===== config.mk =====
export PLATFORM = sky130hd
export DESIGN_NAME = uart_rx_buffer
export DESIGN_NICKNAME = d
export VERILOG_FILES = /design/src/rtl/uart_pkg.sv /design/src/rtl/sync_fifo.sv /design/src/rtl/uart_rx_buffer.sv
export SDC_FILE = /design/constraint.sdc
export NUM_CORES = 1
export LEC_CHECK = 0
export BUFFER_PORTS_ARGS = -buffer_cell sky130_fd_sc_hd__buf_2
export CAP_MARGIN = 5
export CORE_UTILIZATION = 40
export DETAILED_ROUTE_END_ITERATION = 10
export GPL_ROUTABILITY_DRIVEN = 1
export HOLD_SLACK_MARGIN = 0.12
export PLACE_DENSITY = 0.65
export SYNTH_ARGS = -nofsm -noshare
export SYNTH_HDL_FRONTEND = slang
export SYNTH_SLANG_ARGS = --single-unit
export TNS_END_PERCENT = 5

===== constraint.sdc =====
create_clock -name clk -period 2.6 [get_ports clk]
set_input_delay 0.13 -clock clk [delete_from_list [all_inputs] [get_ports clk]]
set_output_delay 0.13 -clock clk [all_outputs]
set_load 0.02 [all_outputs]

===== src/rtl/uart_pkg.sv =====
// Shared UART receive types and defaults: FSM state encoding, baud/FIFO defaults, data width.
// Latency: n/a (declarations only).
// Backpressure: n/a.
package uart_pkg;

    localparam int unsigned DEF_CLKS_PER_BIT = 868;  // 100 MHz / 115200 baud
    localparam int unsigned DEF_FIFO_DEPTH   = 8;
    localparam int unsigned DATA_W           = 8;

    typedef enum logic [1:0] {
        IDLE  = 2'd0,
        START = 2'd1,
        DATA  = 2'd2,
        STOP  = 2'd3
    } rx_state_t;

endpackage


===== src/rtl/sync_fifo.sv =====
// Generic synchronous FIFO, first-word fall-through head on rd_dat (zero while empty).
// Latency: a write is visible on rd_dat/rd_vld the cycle after the write edge.
// Backpressure: wr_rdy drops when full unless a pop happens on the same edge; rd_rdy while empty is ignored.
module sync_fifo #(
    parameter int unsigned WIDTH = 8,
    parameter int unsigned DEPTH = 8,
    localparam int unsigned AW   = $clog2(DEPTH)
) (
    input  logic             clk,
    input  logic             rst,
    input  logic             wr_vld,
    input  logic [WIDTH-1:0] wr_dat,
    output logic             wr_rdy,
    output logic             rd_vld,
    output logic [WIDTH-1:0] rd_dat,
    input  logic             rd_rdy,
    output logic [AW:0]      count
);

    logic [WIDTH-1:0] mem [DEPTH];
    logic [AW-1:0]    wr_ptr;
    logic [AW-1:0]    rd_ptr;
    logic             wr_fire;
    logic             rd_fire;

    // A pop on the same edge frees the slot, so a full FIFO still accepts a write then.
    assign rd_vld  = (count != '0);
    assign rd_fire = rd_rdy && rd_vld;
    assign wr_rdy  = (count != (AW+1)'(DEPTH)) || rd_fire;
    assign wr_fire = wr_vld && wr_rdy;
    assign rd_dat  = rd_vld ? mem[rd_ptr] : '0;

    // Storage array; no reset needed since the head is masked while empty.
    always_ff @(posedge clk) begin
        if (wr_fire) begin
            mem[wr_ptr] <= wr_dat;
        end
    end

    // Pointers wrap naturally at the power-of-two depth; occupancy tracks push/pop.
    always_ff @(posedge clk or posedge rst) begin
        if (rst) begin
            wr_ptr <= '0;
            rd_ptr <= '0;
            count  <= '0;
        end else begin
            if (wr_fire) wr_ptr <= wr_ptr + AW'(1);
            if (rd_fire) rd_ptr <= rd_ptr + AW'(1);
            case ({wr_fire, rd_fire})
                2'b10:   count <= count + (AW+1)'(1);
                2'b01:   count <= count - (AW+1)'(1);
                default: count <= count;
            endcase
        end
    end

endmodule


===== src/rtl/uart_rx_buffer.sv =====
// 8N1 UART receiver with 2-flop synchronizer, mid-bit sampling FSM and FWFT receive FIFO.
// Latency: byte appears on rx_data/rx_valid the cycle after the stop-bit sample edge.
// Backpressure: none on the line; a byte arriving with the FIFO full (and no pop) is dropped and flags overrun.
module uart_rx_buffer
    import uart_pkg::*;
#(
    parameter int unsigned CLKS_PER_BIT = DEF_CLKS_PER_BIT,
    parameter int unsigned FIFO_DEPTH   = DEF_FIFO_DEPTH
) (
    input  logic                        clk,
    input  logic                        reset,
    input  logic                        rx,
    input  logic                        rd,
    input  logic                        clr_err,
    output logic [DATA_W-1:0]           rx_data,
    output logic                        rx_valid,
    output logic [$clog2(FIFO_DEPTH):0] rx_count,
    output logic                        overrun,
    output logic                        frame_err
);

    localparam logic [15:0] BAUD_LAST = 16'(CLKS_PER_BIT - 1);
    localparam logic [15:0] HALF_LAST = 16'(CLKS_PER_BIT / 2 - 1);

    logic              rx_meta;
    logic              rx_sync;
    logic              rx_prev;
    rx_state_t         state;
    logic [15:0]       baud_cnt;
    logic [2:0]        bit_cnt;
    logic [DATA_W-1:0] shift_dat;
    logic              baud_done;
    logic              fall;
    logic              push_vld;
    logic              push_rdy;
    logic              frame_set;
    logic              overrun_set;

    // Two-flop synchronizer plus one history flop for falling-edge detection; idle line is high.
    always_ff @(posedge clk or posedge reset) begin
        if (reset) begin
            rx_meta <= 1'b1;
            rx_sync <= 1'b1;
            rx_prev <= 1'b1;
        end else begin
            rx_meta <= rx;
            rx_sync <= rx_meta;
            rx_prev <= rx_sync;
        end
    end

    // Only a real high-to-low transition starts a frame, so a line stuck low cannot retrigger.
    assign fall      = rx_prev && !rx_sync;
    assign baud_done = (state == START) ? (baud_cnt == HALF_LAST) : (baud_cnt == BAUD_LAST);

    // Push and frame error are decoded on the stop sample itself so the FIFO writes on that edge.
    assign push_vld    = (state == STOP) && baud_done && rx_sync;
    assign frame_set   = (state == STOP) && baud_done && !rx_sync;
    assign overrun_set = push_vld && !push_rdy;

    // Receive FSM: half-bit wait to centre on the start bit, then full-bit steps through data and stop.
    always_ff @(posedge clk or posedge reset) begin
        if (reset) begin
            state     <= IDLE;
            baud_cnt  <= '0;
            bit_cnt   <= '0;
            shift_dat <= '0;
        end else begin
            case (state)
                IDLE: begin
                    baud_cnt <= '0;
                    bit_cnt  <= '0;
                    if (fall) state <= START;
                end
                START: begin
                    if (baud_done) begin
                        baud_cnt <= '0;
                        state    <= rx_sync ? IDLE : DATA;
                    end else begin
                        baud_cnt <= baud_cnt + 16'd1;
                    end
                end
                DATA: begin
                    if (baud_done) begin
                        baud_cnt  <= '0;
                        shift_dat <= {rx_sync, shift_dat[DATA_W-1:1]};
                        bit_cnt   <= bit_cnt + 3'd1;
                        if (bit_cnt == 3'd7) state <= STOP;
                    end else begin
                        baud_cnt <= baud_cnt + 16'd1;
                    end
                end
                STOP: begin
                    if (baud_done) begin
                        baud_cnt <= '0;
                        state    <= IDLE;
                    end else begin
                        baud_cnt <= baud_cnt + 16'd1;
                    end
                end
                default: state <= IDLE;
            endcase
        end
    end

    // Sticky error flags; a set on the same edge as clr_err takes priority.
    always_ff @(posedge clk or posedge reset) begin
        if (reset) begin
            overrun   <= 1'b0;
            frame_err <= 1'b0;
        end else begin
            if (overrun_set)  overrun <= 1'b1;
            else if (clr_err) overrun <= 1'b0;
            if (frame_set)    frame_err <= 1'b1;
            else if (clr_err) frame_err <= 1'b0;
        end
    end

    sync_fifo #(
        .WIDTH (DATA_W),
        .DEPTH (FIFO_DEPTH)
    ) u_fifo (
        .clk    (clk),
        .rst    (reset),
        .wr_vld (push_vld),
        .wr_dat (shift_dat),
        .wr_rdy (push_rdy),
        .rd_vld (rx_valid),
        .rd_dat (rx_data),
        .rd_rdy (rd),
        .count  (rx_count)
    );

endmodule


==> key figures <==
STA
  • Clock period minus worst slack: 2500 ps
  • Final Hold Vio Count: 0
  • Final period util: 96.0%
  • Highest Clock Rate: 400 MHz
  • Max Slew Vio Count: 0
  • Relative max-transition margin: 34.9%
  • Clock skew: 9.93 ps
  • Worst-Margin Slew: 975 ps
  • Setup Viol. Count Final: 0

Route
  • Post-DR wirelength/cell: 17.5 um
  • DRT antenna net count: 0
  • TritonRoute pass-1 iters: 4
  • Top Metal Used: met4
  • Detail Route met2 WL: between 4 and 5 mm
  • DR vias: between 2,000 and 3,000
  • Iter 0 DRT Violations: 102
  • Remaining DRCs: 0
  • DR WL met3: 314 um
  • Routed WL: 8.64 mm
  • Met1 WL: between 3 and 4 mm
  • Vias/cell: between 5 and 6

Pwr
  • Switching part of the total: 22.5%
  • Peak VDD IR: 0.610 mV
  • Int Power: ~2.7 mW
  • Power Dens Cells: about 630 mW/mm^2
  • Clock power frac: a little under two fifths
  • Post-route total power: roughly 3.4 mW
  • Switch Pwr: 0.773 mW
  • Sequential power share: 56.5%
  • Comb pwr share: 6.5%
  • Lkg Pwr: 2.24 nW

GRT
  • Vias in the first global route: 2,788
  • First-pass GRT wire length: approximately 15 mm
  • Largest net degree at the start of global routing: 45
  • Total gr overflow: 0
  • Initial antenna violation count: 0
  • Tot GR Track Use: 15.3%

CTS
  • Root buf cell: clkbuf_16
  • Setup Fix Bufs, Post-CTS: 0
  • CTS H-tree depth: 3
  • CTS tree: done
  • CTS sink cnt: 108
  • Clk pin slew, worst setup/hold paths: approximately 60 ps
  • Worst-Skew Late Latency: around 340 ps
  • Clock buffer depth: 2
  • Cts bufs inserted: 9

Yosys
  • Post-Syn Instances: 304
  • Synth area leaders: edfxtp_1 41%, dfrtp_1 22%, mux4_2 7.6%
  • Yosys cell types: 54
  • Synth area leader: edfxtp_1
  • Seq/Total Area, Yosys: 64.0%
  • Post-Syn Area: 0.00473 mm^2
  • Commonest cells in the netlist: 64 x edfxtp_1, 41 x dfrtp_1, 19 x nor3_1
  • Mean Syn Cell Area: 15.6 um^2
  • Post-synth EDFFs: 64
  • Register bit count reported by yosys: 108
  • Ys Warns: 0
  • Top-count cell post-synth: edfxtp_1
  • Yosys top cell area share: 40.6%
  • Syn_nets: about 320
  • Ys async rst share: 40.7%
  • Top FF cell, synth: edfxtp_1

Layout
  • Layout area overhead: 15.1%
  • Core Util, Final: ~47%
  • Ant diodes: 0
  • Share of cells above drive strength 1: 27.6%
  • Final net count: 359

Setup path
  • WP data required: 2820 ps
  • Critical Path End Type: flop
  • Worst-path maximum fanout: 5
  • Crit path kind: reg2reg
  • Cell depth of the worst flop-to-flop path: 11
  • Worst path arrival time: 2720 ps
  • CP Launch Type: flop

Placement
  • GP Congestion: 0.783
  • Port bufs: 19
  • Hpwl dp: 5.45 mm

Floorplanning
  • Die span in y: around 110 um
  • Die area: between 0.01 and 0.015 mm^2
  • Initial Util: approximately two fifths
  • Placement Rows: 39
  • Io pins: 20
  • CORE AREA: between 0.01 and 0.015 mm^2
  • Die width: 111 um

Outcome
  • Status: complete, no violations

Worst hold path
  • Hold path depth: 0
  • Worst Hold Class: reg2reg

Run
  • Max_cap viols: 0
==> metal layers <==
metal / GRT usage [%] / up-vias
li1: - / 1257
met1: 20.0 / 1354
met2: 25.5 / 41
met3: 3.55 / 12
met4: 4.53 / 0
met5: 0 / -
==> critical path, cell delays in order (launching register included) <==
cell	delay [ps]
dfrtp_1	380
nor4b_2	370
nor4b_4	290
o211a_1	220
inv_1	60
ha_2	200
xor2_1	170
ha_1	170
a21oi_1	140
xor2_1	170
nor2_1	60
xor2_1	140
==> final timing paths <==
check	endpoint	from	slack [ps]
max	u_fifo.count[2]$_DFFE_PP0P_	flop	100
max reg2reg	u_fifo.count[2]$_DFFE_PP0P_	flop	100
min	rx_sync$_DFF_PP1_	rx_meta$_DFF_PP1_	350
min reg2reg	rx_sync$_DFF_PP1_	rx_meta$_DFF_PP1_	350
max in group asynchronous	u_fifo.count[0]$_DFFE_PP0P_	reset	1360
min in group asynchronous	baud_cnt[14]$_DFF_PP0_	reset	570
==> placed cells by master (no fill, tap or decap), types with 2 or more instances in the layout <==
cell type	n
a21oi_1	4
and2_1	4
and3_1	3
and3b_1	2
and4_1	2
and4b_1	3
buf_2	19
buf_4	19
clkbuf_1	2
clkbuf_16	9
dfrtp_1	39
dfrtp_2	2
dfstp_2	3
dlygate4sd3_1	4
edfxtp_1	64
ha_1	7
inv_1	8
inv_6	3
mux2_2	4
mux2_4	8
mux2i_1	8
mux4_2	16
nand2_1	5
nand2b_1	4
nand3_1	9
nand4_1	4
nor2_1	15
nor3_1	19
nor3b_1	2
nor4_1	3
nor4b_2	2
o2111ai_1	2
o211ai_1	2
o21ai_0	2
xnor2_1	14
xor2_1	8
==> kinds of logic (layout without fill, tap and decap cells) <==
logic type,after synthesis,after routing,share of synthesized area (%)
flip-flops,108,108,64.0
AND/OR/NAND/NOR,87,87,11.3
multiplexers,36,36,12.8
AO/OA/AOI/OAI,23,23,3.99
XOR/XNOR,22,22,4.07
buffers and inverters,20,67,1.72
adder cells (fa/ha/maj),8,8,2.12
==> final cells by class <==
| type | instances | area [um^2] |
|---|---|---|
| flip-flops and latches | 108 | 3030 |
| clock buffers | 12 | 246 |
| clock inverters | 4 | 30.0 |
| fillers | 989 | 6020 |
| multi-input cells | 176 | 1650 |
| well taps | 143 | 179 |
| inverters | 9 | 33.8 |
| repair buffers | 42 | 278 |
==> registers in the layout, summed over array words and instances (netlist names), 3 cells and up, named ones only <==
signal and count:
u_fifo.count 4, bit_cnt 3, shift_dat 8, baud_cnt 16, u_fifo.mem 64, u_fifo.wr_ptr 3
u_fifo.rd_ptr 3
==> power by group through the flow <==
stage               combinational, mW  clock (mW)  sequential (mW)
global route                    0.252        1.37             1.95
floorplan                       0.157           0             1.95
finish                          0.221        1.27             1.94
detailed placement              0.210           0             1.97
global placement                0.204           0             1.96
CTS                             0.216        1.31             1.93
==> through the flow <==
step / hold slack (ps) / instance area [um^2] / std cells / worst slack, ps / TNS (ps)
after floorplan: 134 / 4750 / 304 / -71.7 / -71.7
after detailed placement: 237 / 5120 / 474 / 99.2 / 0
final: 353 / 5450 / 494 / 103 / 0
after global routing: 355 / 5450 / 494 / -28.1 / -28.1
after CTS: 352 / 5430 / 494 / 85.6 / 0
after global placement: 238 / 5120 / 474 / 115 / 0
==> repair_timing <==
action / CTS / global route
hold endpoints to repair: 44 / 0
hold buffers: 4 / 0
resized for setup: 0 / 4
endpoints found under the setup margin: 0 / 1
No activity file was read; power rests on OpenSTA's default activity.
